--- src/rtl/axi4_lite_regbank.sv ---
// AXI4-Lite slave register bank: NUM_REGS registers with byte strobes, read-only status registers and decode errors.
// Defining AXIL_REGBANK_WR_PULSE_EN adds a one-cycle per-register write pulse output (wr_pulse).
module axi4_lite_regbank #(
  parameter int                    DATA_WIDTH = 32,
  parameter int                    ADDR_WIDTH = 12,
  parameter int                    NUM_REGS   = 16,
  parameter logic [NUM_REGS-1:0]   RO_MASK    = '0,
  parameter logic [DATA_WIDTH-1:0] RESET_VAL  = '0
) (
  input  logic                           aclk,
  input  logic                           aresetn,
  input  logic [ADDR_WIDTH-1:0]          s_axi_awaddr,
  input  logic                           s_axi_awvalid,
  output logic                           s_axi_awready,
  input  logic [DATA_WIDTH-1:0]          s_axi_wdata,
  input  logic [DATA_WIDTH/8-1:0]        s_axi_wstrb,
  input  logic                           s_axi_wvalid,
  output logic                           s_axi_wready,
  output logic [1:0]                     s_axi_bresp,
  output logic                           s_axi_bvalid,
  input  logic                           s_axi_bready,
  input  logic [ADDR_WIDTH-1:0]          s_axi_araddr,
  input  logic                           s_axi_arvalid,
  output logic                           s_axi_arready,
  output logic [DATA_WIDTH-1:0]          s_axi_rdata,
  output logic [1:0]                     s_axi_rresp,
  output logic                           s_axi_rvalid,
  input  logic                           s_axi_rready,
`ifdef AXIL_REGBANK_WR_PULSE_EN
  output logic [NUM_REGS-1:0]            wr_pulse,
`endif
  output logic [NUM_REGS*DATA_WIDTH-1:0] reg_out,
  input  logic [NUM_REGS*DATA_WIDTH-1:0] reg_in
);

  localparam int          STRB_W     = DATA_WIDTH / 8;
  localparam int          LSB        = $clog2(STRB_W);
  localparam int          IDX_W      = ADDR_WIDTH - LSB;
  localparam logic [31:0] NUM_REGS_U = 32'(NUM_REGS);
  localparam logic [1:0]  RESP_OKAY  = 2'b00;
  localparam logic [1:0]  RESP_SLVERR = 2'b10;

  typedef enum logic [1:0] {W_IDLE, W_COMMIT, W_RESP} w_state_t;
  typedef enum logic       {R_IDLE, R_DATA} r_state_t;

  w_state_t w_state_reg, w_state_next;
  r_state_t r_state_reg, r_state_next;

  logic                  ready_en_reg;
  logic                  aw_latched_reg, w_latched_reg;
  logic [IDX_W-1:0]      awidx_reg;
  logic [DATA_WIDTH-1:0] wdata_reg;
  logic [STRB_W-1:0]     wstrb_reg;
  logic [1:0]            bresp_reg, rresp_reg;
  logic [DATA_WIDTH-1:0] rdata_reg;

  logic                  aw_fire, w_fire, ar_fire;
  logic [31:0]           wr_idx, rd_idx;
  logic                  wr_in_range, rd_in_range, wr_ro, wr_err;
  logic [NUM_REGS-1:0]   wr_hit;
  logic [DATA_WIDTH-1:0] rd_val;
  logic [DATA_WIDTH-1:0] regs [NUM_REGS];
  logic                  unused_ok;

  // Byte-offset bits never take part in decode; reg_in is only consumed for RO slots.
  assign unused_ok = &{1'b0, s_axi_awaddr[LSB-1:0], s_axi_araddr[LSB-1:0], reg_in};

  // Readies stay low until the first clock edge after reset is released.
  always_ff @(posedge aclk or negedge aresetn) begin
    if (!aresetn) ready_en_reg <= 1'b0;
    else          ready_en_reg <= 1'b1;
  end

  assign s_axi_awready = ready_en_reg && (w_state_reg == W_IDLE) && !aw_latched_reg;
  assign s_axi_wready  = ready_en_reg && (w_state_reg == W_IDLE) && !w_latched_reg;
  assign s_axi_bvalid  = (w_state_reg == W_RESP);
  assign s_axi_bresp   = bresp_reg;
  assign aw_fire       = s_axi_awvalid && s_axi_awready;
  assign w_fire        = s_axi_wvalid && s_axi_wready;

  assign s_axi_arready = ready_en_reg && (r_state_reg == R_IDLE);
  assign s_axi_rvalid  = (r_state_reg == R_DATA);
  assign s_axi_rdata   = rdata_reg;
  assign s_axi_rresp   = rresp_reg;
  assign ar_fire       = s_axi_arvalid && s_axi_arready;

  assign wr_idx      = 32'(awidx_reg);
  assign rd_idx      = 32'(s_axi_araddr[ADDR_WIDTH-1:LSB]);
  assign wr_in_range = (wr_idx < NUM_REGS_U);
  assign rd_in_range = (rd_idx < NUM_REGS_U);
  assign wr_err      = !wr_in_range || wr_ro;

  always_comb begin
    wr_ro  = 1'b0;
    rd_val = '0;
    for (int i = 0; i < NUM_REGS; i++) begin
      if (wr_idx == 32'(i)) wr_ro = RO_MASK[i];
      if (rd_idx == 32'(i)) rd_val = regs[i];
    end
  end

  // Write FSM
  always_ff @(posedge aclk or negedge aresetn) begin
    if (!aresetn) begin
      w_state_reg <= W_IDLE;
      r_state_reg <= R_IDLE;
    end else begin
      w_state_reg <= w_state_next;
      r_state_reg <= r_state_next;
    end
  end

  always_comb begin
    w_state_next = w_state_reg;
    case (w_state_reg)
      W_IDLE:   if ((aw_latched_reg || aw_fire) && (w_latched_reg || w_fire)) w_state_next = W_COMMIT;
      W_COMMIT: w_state_next = W_RESP;
      W_RESP:   if (s_axi_bready) w_state_next = W_IDLE;
      default:  w_state_next = W_IDLE;
    endcase
  end

  always_ff @(posedge aclk or negedge aresetn) begin
    if (!aresetn) begin
      aw_latched_reg <= 1'b0;
      w_latched_reg  <= 1'b0;
      awidx_reg      <= '0;
      wdata_reg      <= '0;
      wstrb_reg      <= '0;
      bresp_reg      <= RESP_OKAY;
    end else begin
      if (aw_fire) begin
        aw_latched_reg <= 1'b1;
        awidx_reg      <= s_axi_awaddr[ADDR_WIDTH-1:LSB];
      end
      if (w_fire) begin
        w_latched_reg <= 1'b1;
        wdata_reg     <= s_axi_wdata;
        wstrb_reg     <= s_axi_wstrb;
      end
      if (w_state_reg == W_COMMIT) bresp_reg <= wr_err ? RESP_SLVERR : RESP_OKAY;
      if ((w_state_reg == W_RESP) && s_axi_bready) begin
        aw_latched_reg <= 1'b0;
        w_latched_reg  <= 1'b0;
      end
    end
  end

  // Read FSM; data is captured at the AR handshake, so a same-cycle commit is not yet visible.
  always_comb begin
    r_state_next = r_state_reg;
    case (r_state_reg)
      R_IDLE:  if (ar_fire) r_state_next = R_DATA;
      R_DATA:  if (s_axi_rready) r_state_next = R_IDLE;
      default: r_state_next = R_IDLE;
    endcase
  end

  always_ff @(posedge aclk or negedge aresetn) begin
    if (!aresetn) begin
      rdata_reg <= '0;
      rresp_reg <= RESP_OKAY;
    end else if (ar_fire) begin
      rdata_reg <= rd_in_range ? rd_val : '0;
      rresp_reg <= rd_in_range ? RESP_OKAY : RESP_SLVERR;
    end
  end

  // Register storage: RO slots mirror reg_in, RW slots update per byte lane during W_COMMIT.
  genvar gi;
  generate
    for (gi = 0; gi < NUM_REGS; gi++) begin : g_reg
      assign wr_hit[gi] = (w_state_reg == W_COMMIT) && (wr_idx == 32'(gi)) && !RO_MASK[gi];

      if (RO_MASK[gi]) begin : g_ro
        assign regs[gi] = reg_in[gi*DATA_WIDTH +: DATA_WIDTH];
      end else begin : g_rw
        logic [DATA_WIDTH-1:0] value_reg;
        always_ff @(posedge aclk or negedge aresetn) begin
          if (!aresetn) begin
            value_reg <= RESET_VAL;
          end else if (wr_hit[gi]) begin
            for (int b = 0; b < STRB_W; b++) begin
              if (wstrb_reg[b]) value_reg[b*8 +: 8] <= wdata_reg[b*8 +: 8];
            end
          end
        end
        assign regs[gi] = value_reg;
      end

      assign reg_out[gi*DATA_WIDTH +: DATA_WIDTH] = regs[gi];
    end
  endgenerate

`ifdef AXIL_REGBANK_WR_PULSE_EN
  assign wr_pulse = wr_hit & {NUM_REGS{|wstrb_reg}};
`endif

endmodule

--- config.mk ---
export PLATFORM = sky130hd
export DESIGN_NAME = axi4_lite_regbank
export DESIGN_NICKNAME = d
export VERILOG_FILES = /design/src/rtl/axi4_lite_regbank.sv
export SDC_FILE = /design/constraint.sdc
export NUM_CORES = 1
export LEC_CHECK = 0
export CAP_MARGIN = 20
export CORE_AREA = 2 2 438 440
export DETAILED_ROUTE_END_ITERATION = 8
export DIE_AREA = 0 0 440 442
export PLACE_DENSITY = 0.42
export SLEW_MARGIN = 20
export SYNTH_ARGS = -nofsm -noshare
export SYNTH_HDL_FRONTEND = slang
export SYNTH_SLANG_ARGS = --single-unit
--- constraint.sdc ---
create_clock -name aclk -period 3.08 [get_ports aclk]
set_clock_uncertainty 0.2 [all_clocks]
set_input_delay 0.308 -clock aclk [delete_from_list [all_inputs] [get_ports aclk]]
set_output_delay 0.308 -clock aclk [all_outputs]
set_load 0.005 [all_outputs]
### After elaboration in Yosys (flattened, before gate mapping)

Index checks and enable logic that the tools add are counted.

| storage, ports and cells | value |
|---|---|
| input bits | 579 |
| memory bits (writable) | 0 |
| memory bits (read-only) | 0 |
| memories | 0 |
| register bits after elaboration | 600 |
| output and inout port bits | 553 |
| latch bits | 0 |

| operators by class | value |
|---|---|
| add/subtract/negate cells | 0 |
| bitwise logic cells | 1 |
| shift-type cells | 0 |
| reductions and logical operators | 99 |
| equality and inequality tests | 34 |
| divide/modulo/power cells | 0 |
| $lt $le $gt $ge | 2 |
| muxes and demuxes | 29 |
| $mul | 0 |

Operators with widths:

| kind | number |
|---|---|
| 32-bit 2-to-1 mux | 17 |
| 10-bit by 4-bit equality test with 1-bit output, second input constant | 16 |
| 2-bit AND reduction | 65 |
| 10-bit by 3-bit equality test with 1-bit output, second input constant | 8 |
| 32-bit logical NOT | 2 |
| 10-bit by 2-bit equality test with 1-bit output, second input constant | 4 |
| 1-bit logical AND | 25 |
| 10-bit by 1-bit equality test with 1-bit output, second input constant | 2 |
| 10-bit by 5-bit less-than comparator with 1-bit output, second input constant | 2 |
| 2-bit 2-to-1 mux | 4 |
| 1-bit 2-to-1 mux | 6 |
| 2-bit one-hot mux with 3 select lines | 1 |
| 2-bit by 1-bit != test with 1-bit output, second input constant | 2 |
| 2-bit nonzero test | 2 |
| 2-bit by 1-bit equality test with 1-bit output, second input constant | 1 |
| 2-bit equality test, second input constant | 1 |
| 1-bit logical NOT | 2 |
| 2-bit logical NOT | 1 |
| 1-bit logical OR | 2 |
| 1-bit one-hot mux with 2 select lines | 1 |
| 1-bit inverter | 1 |

### Longest topological paths before layout

| logic depth | value |
|---|---|
| depth after elaboration | 18 |
| mapped depth | 10 |
| depth with buffers taken out | 6 |

### Least setup slack after synthesis

Ideal clock, no wire load.

| timing | value |
|---|---|
| path type | flip-flop to flip-flop |
| from | register awidx_reg[8] |
| to | register g_reg[3].g_rw.value_reg[27] |
| data required time | 2.752 ns |
| cell stages (with the launch flop) | 7 |
| library setup time | 0.128 ns |
| period minus slack after synthesis | 2.510 ns |
| buffers on the path | 0 |
| path slack | 0.570 ns |
| data arrival time | 2.182 ns |
| cells stage by stage | dfrtp_1 > or4_4 > nor4_4 > nand3_1 > nor3_2 > nand2_2 > mux2_1 |

| on the way | value |
|---|---|
| word-level cells in the longest chain between the ends | 3 |

Ends and longest elaborated chain:

| item | line | RTL |
|---|---|---|
| start: declaration | 51 | `logic [IDX_W-1:0] awidx_reg;` |
| start signal: assignment | 134 | `awidx_reg <= s_axi_awaddr[ADDR_WIDTH-1:LSB];` |
| 10-bit by 2-bit equality test with 1-bit output | 173 | `assign wr_hit[gi] = (w_state_reg == W_COMMIT) && (wr_idx == 32'(gi)) && !RO_MASK[gi];` |
| 1-bit logical AND | 173 |  |
| 2-bit AND reduction (no line) | - |  |
| end signal: indexed assignment | 184 | `if (wstrb_reg[b]) value_reg[b*8 +: 8] <= wdata_reg[b*8 +: 8];` |
| end: declaration | 178 | `logic [DATA_WIDTH-1:0] value_reg;` |

Every way passes these cells.
A chain may end at the register's enable or synchronous reset.

### Final worst setup path

| timing | value |
|---|---|
| from | register awidx_reg[6] |
| to | register g_reg[15].g_rw.value_reg[5] |

| on the way | value |
|---|---|
| word-level cells in the longest chain between the ends | 3 |

Ends and longest elaborated chain:

| item | line |
|---|---|
| 10-bit by 4-bit equality test with 1-bit output | 173 |
| 1-bit logical AND | 173 |
| 2-bit AND reduction (no line) | - |
| end signal: indexed assignment | 184 |
| end: declaration | 178 |

Every way passes these cells.

==> results.md <==
- Outcome: completed
- Setup ws final: 0.111 ns
- #FFs+latches synth: 598
- Post-route ant nets: 0
- Crit-path cells: or4_4 -> nor4_4 -> buf_6 -> nand3_1 -> nor2_2 -> buf_4 -> nand2_2 -> mux2_2
- Routability cong.: around 0.88
- Min Tclk post-route: 2.97 ns
- R2r setup slk: 0.11 ns
- HPWL after detailed placement: 158000 um
- Fill count: 20332
- Worst Path Arrival: 3.33 ns
- Nets: 3706
- Slew @ Worst Pin: 1.06 ns
- Total number of vias: 24830
- Dpl ws: -0.497 ns
- First-pass GRT wire length: 258000 um
- Most frequent cells in the layout: 608 x clkdlybuf4s50_1, 597 x dfrtp_1, 563 x mux2_2
- Overall power: between 20000 and 25000 uW
- 1st-iter DRT viols: 2286
- Hold path endpoint: wdata_reg[24]
- Root buf cell: clkbuf_16
- Starting Density: 0.147
- Clock Pin Slew Worst Setup and Hold Paths: 0.06 ns
- Vias per cell: ~4.4
- Slew HR: 0.292
- # DRC: 0
- Slowest stage delay, CP: ~0.55 ns
- Cells after synthesis: 2249
- CTS tree: built
- Post-synth EDFFs: 0
- Clock Tree Buf Depth: 3
- Setup_tns: 0 ns
- Netlist cell types: 74
- Initial antenna violation count: 25
- CTS H-tree depth: 3
- Critical path required time: 3.45 ns
- Max reg flops: 512
- Die H: 442 um
- Clock sink count: 598
- Worst skew pair latency: roughly 0.71 ns
- Commonest non-fill, non-tap cell in the layout: clkdlybuf4s50_1
- Pre-Repair DR Iteration Count: 6
- Reg-to-reg endpoint: g_reg[15].g_rw.value_reg[5]
- Row count: 160
- Pwr/cell area: 539 mW/mm^2
- Post-Syn Area: 0.0278 sq mm
- CP max-delay cell: or4_4
- Register area share after synthesis: 0.538
- Dpl cell area: 0.0393 sq mm
- Total track usage: 0.199
- Largest net degree at the start of global routing: 89
- Min-Delay Path Depth: 2
- Routed WL: 198000 um
- Finished Cell Area: ~0.043 sq mm
- Gr ovfl total: 0
- CP Max Fanout: 8
- RSZ-0062 raised after global routing: false
- P&R area growth vs syn: 52.9%
- Most used flip-flop cell after synthesis: dfrtp_1
- Crit path capture type: register
- Leak Pwr: 0.0186 uW
- Io pins: 1132
- Critical hold path startpoint: s_axi_wdata[24]
- Max Clock Freq: 337 MHz
- # setup viols final: 0
- Number of buffers added on ports: 613
- Average wire per standard cell: 34.8 um
- Ys async rst share: 1.00
- Critical Path Source: awidx_reg[6]
- Synth Area per Inst: 12.4 sq um
- Startpoint Class: register
- Number of max-cap violations: 0
- CTS Buf Count: 78
- Final Hold Fails: 0
- Die area: 0.194 sq mm
- Die width: 440 um
- Worst IR Drop VDD: 0.567 mV
- Fraction of layout cells with a size suffix above 1: 0.346
- Vias in the first global route: about 25000
- Core region area: between 0.15 and 0.2 sq mm
- Part of the cycle the worst path needs: 0.964
- Cell count of the worst reg-to-reg path: 8
- Max-slew violations: 0
- Worst reg2reg startpoint: awidx_reg[6]
- Final Core Density: 0.224
- Critical path type: register to register
- Syn. warnings: 0
- Min-delay worst type: primary input to register
-- timing repair --
action | 4_1_cts | 5_1_grt
endpoints found under the setup margin | 46 | 287
hold buffers | 38 | 0
pin swaps | 1 | 3
setup buffers | 1 | 1
hold endpoints to repair | 522 | 0
resized for setup | 12 | 12
-- per-stage QoR --
stage,hold WS (ns),cells
detailed placement,0.136,5518
floorplan,-0.188,2250
global route,0.0340,5699
global placement,0.133,5518
finish,0.0516,5707
CTS,0.000762,5696
-- how the worst max path moves through the flow --
stage,slack (ns),depth (start not counted),to
6_report,0.11,8,g_reg[15].g_rw.value_reg[5]
5_1_grt,0.01,8,g_reg[11].g_rw.value_reg[5]
4_1_cts,0.003,8,g_reg[13].g_rw.value_reg[26]
3_5_place_dp,-0.50,8,s_axi_rdata[4]
3_3_place_gp,-0.44,8,s_axi_rdata[4]
2_1_floorplan,0.57,6,g_reg[3].g_rw.value_reg[27]
-- critical path: cells and delay by family, from the launching register on --
kind	cells	cell delay, ns
flops	1	0.37
simple gates	5	1.48
buf+inv	2	0.35
mux	1	0.42
-- per-layer routing --
| layer | track usage | vias to the layer above | wire, um |
|---|---|---|---|
| met1 | 0.260 | 13143 | 85500 |
| met4 | 0.0840 | 4 | 9620 |
| met2 | 0.294 | 1219 | 83900 |
| li1 | - | 10174 | - |
| met5 | 0 | - | 27 |
| met3 | 0.0725 | 290 | 19400 |
-- cell families (layout without fill, tap and decap cells) --
family,after synthesis,in the layout,share of synthesized area
muxes,639,639,0.261
AOI/OAI and AO/OA,454,454,0.106
DFF,598,598,0.538
buffers and inverters,159,1095,0.0229
and+or+nand+nor,397,397,0.0718
other,2,13,0.000270
-- power by group --
part / switching [uW] / total (uW) / leakage (uW) / internal (uW)
Clock: 3960 / 9670 / 0.00131 / 5710
Combinational: 1380 / 2770 / 0.00909 / 1390
Sequential: 2120 / 10500 / 0.00824 / 8380
Total: 7460 / 22900 / 0.0186 / 15500
-- final cells by class --
type	count	area, sq um	area share
Sequential cell	598	15000	0.352
Multi-Input combinational cell	1493	12400	0.292
Timing Repair Buffer	946	9290	0.218
Tap cell	2511	3140	0.0739
Clock buffer	108	2250	0.0528
Clock inverter	31	423	0.00994
Inverter	10	37.5	0.000882
Antenna cell	10	25.0	0.000588
-- synthesized netlist by cell type, types with 7 or more instances --
| cell type | number | area (sq um) |
|---|---|---|
| clkbuf_1 | 107 | 402 |
| buf_2 | 26 | 130 |
| nand2_2 | 60 | 375 |
| a32oi_1 | 8 | 70.1 |
| inv_1 | 9 | 33.8 |
| a31oi_1 | 20 | 125 |
| mux2_1 | 9 | 101 |
| nand3_1 | 19 | 95.1 |
| mux2i_1 | 54 | 541 |
| a221oi_1 | 15 | 131 |
| nand2_1 | 109 | 409 |
| a211oi_1 | 16 | 120 |
| nor2b_1 | 16 | 100 |
| dfrtp_1 | 598 | 15000 |
| o221ai_1 | 15 | 131 |
| a22oi_1 | 15 | 113 |
| mux2_2 | 563 | 6340 |
| o211ai_1 | 15 | 113 |
| a21oi_1 | 123 | 616 |
| nand4_1 | 7 | 43.8 |
| nor3_1 | 38 | 190 |
| nor2_1 | 88 | 330 |
| o21ai_0 | 102 | 510 |
| mux4_2 | 13 | 293 |
| buf_1 | 14 | 52.6 |
| a21o_1 | 7 | 52.6 |
| a221o_1 | 9 | 90.1 |
| nor4_1 | 7 | 43.8 |
| nand2b_1 | 12 | 75.1 |
| o22ai_1 | 35 | 219 |
Note: power is estimated with default switching activity, not from simulation.
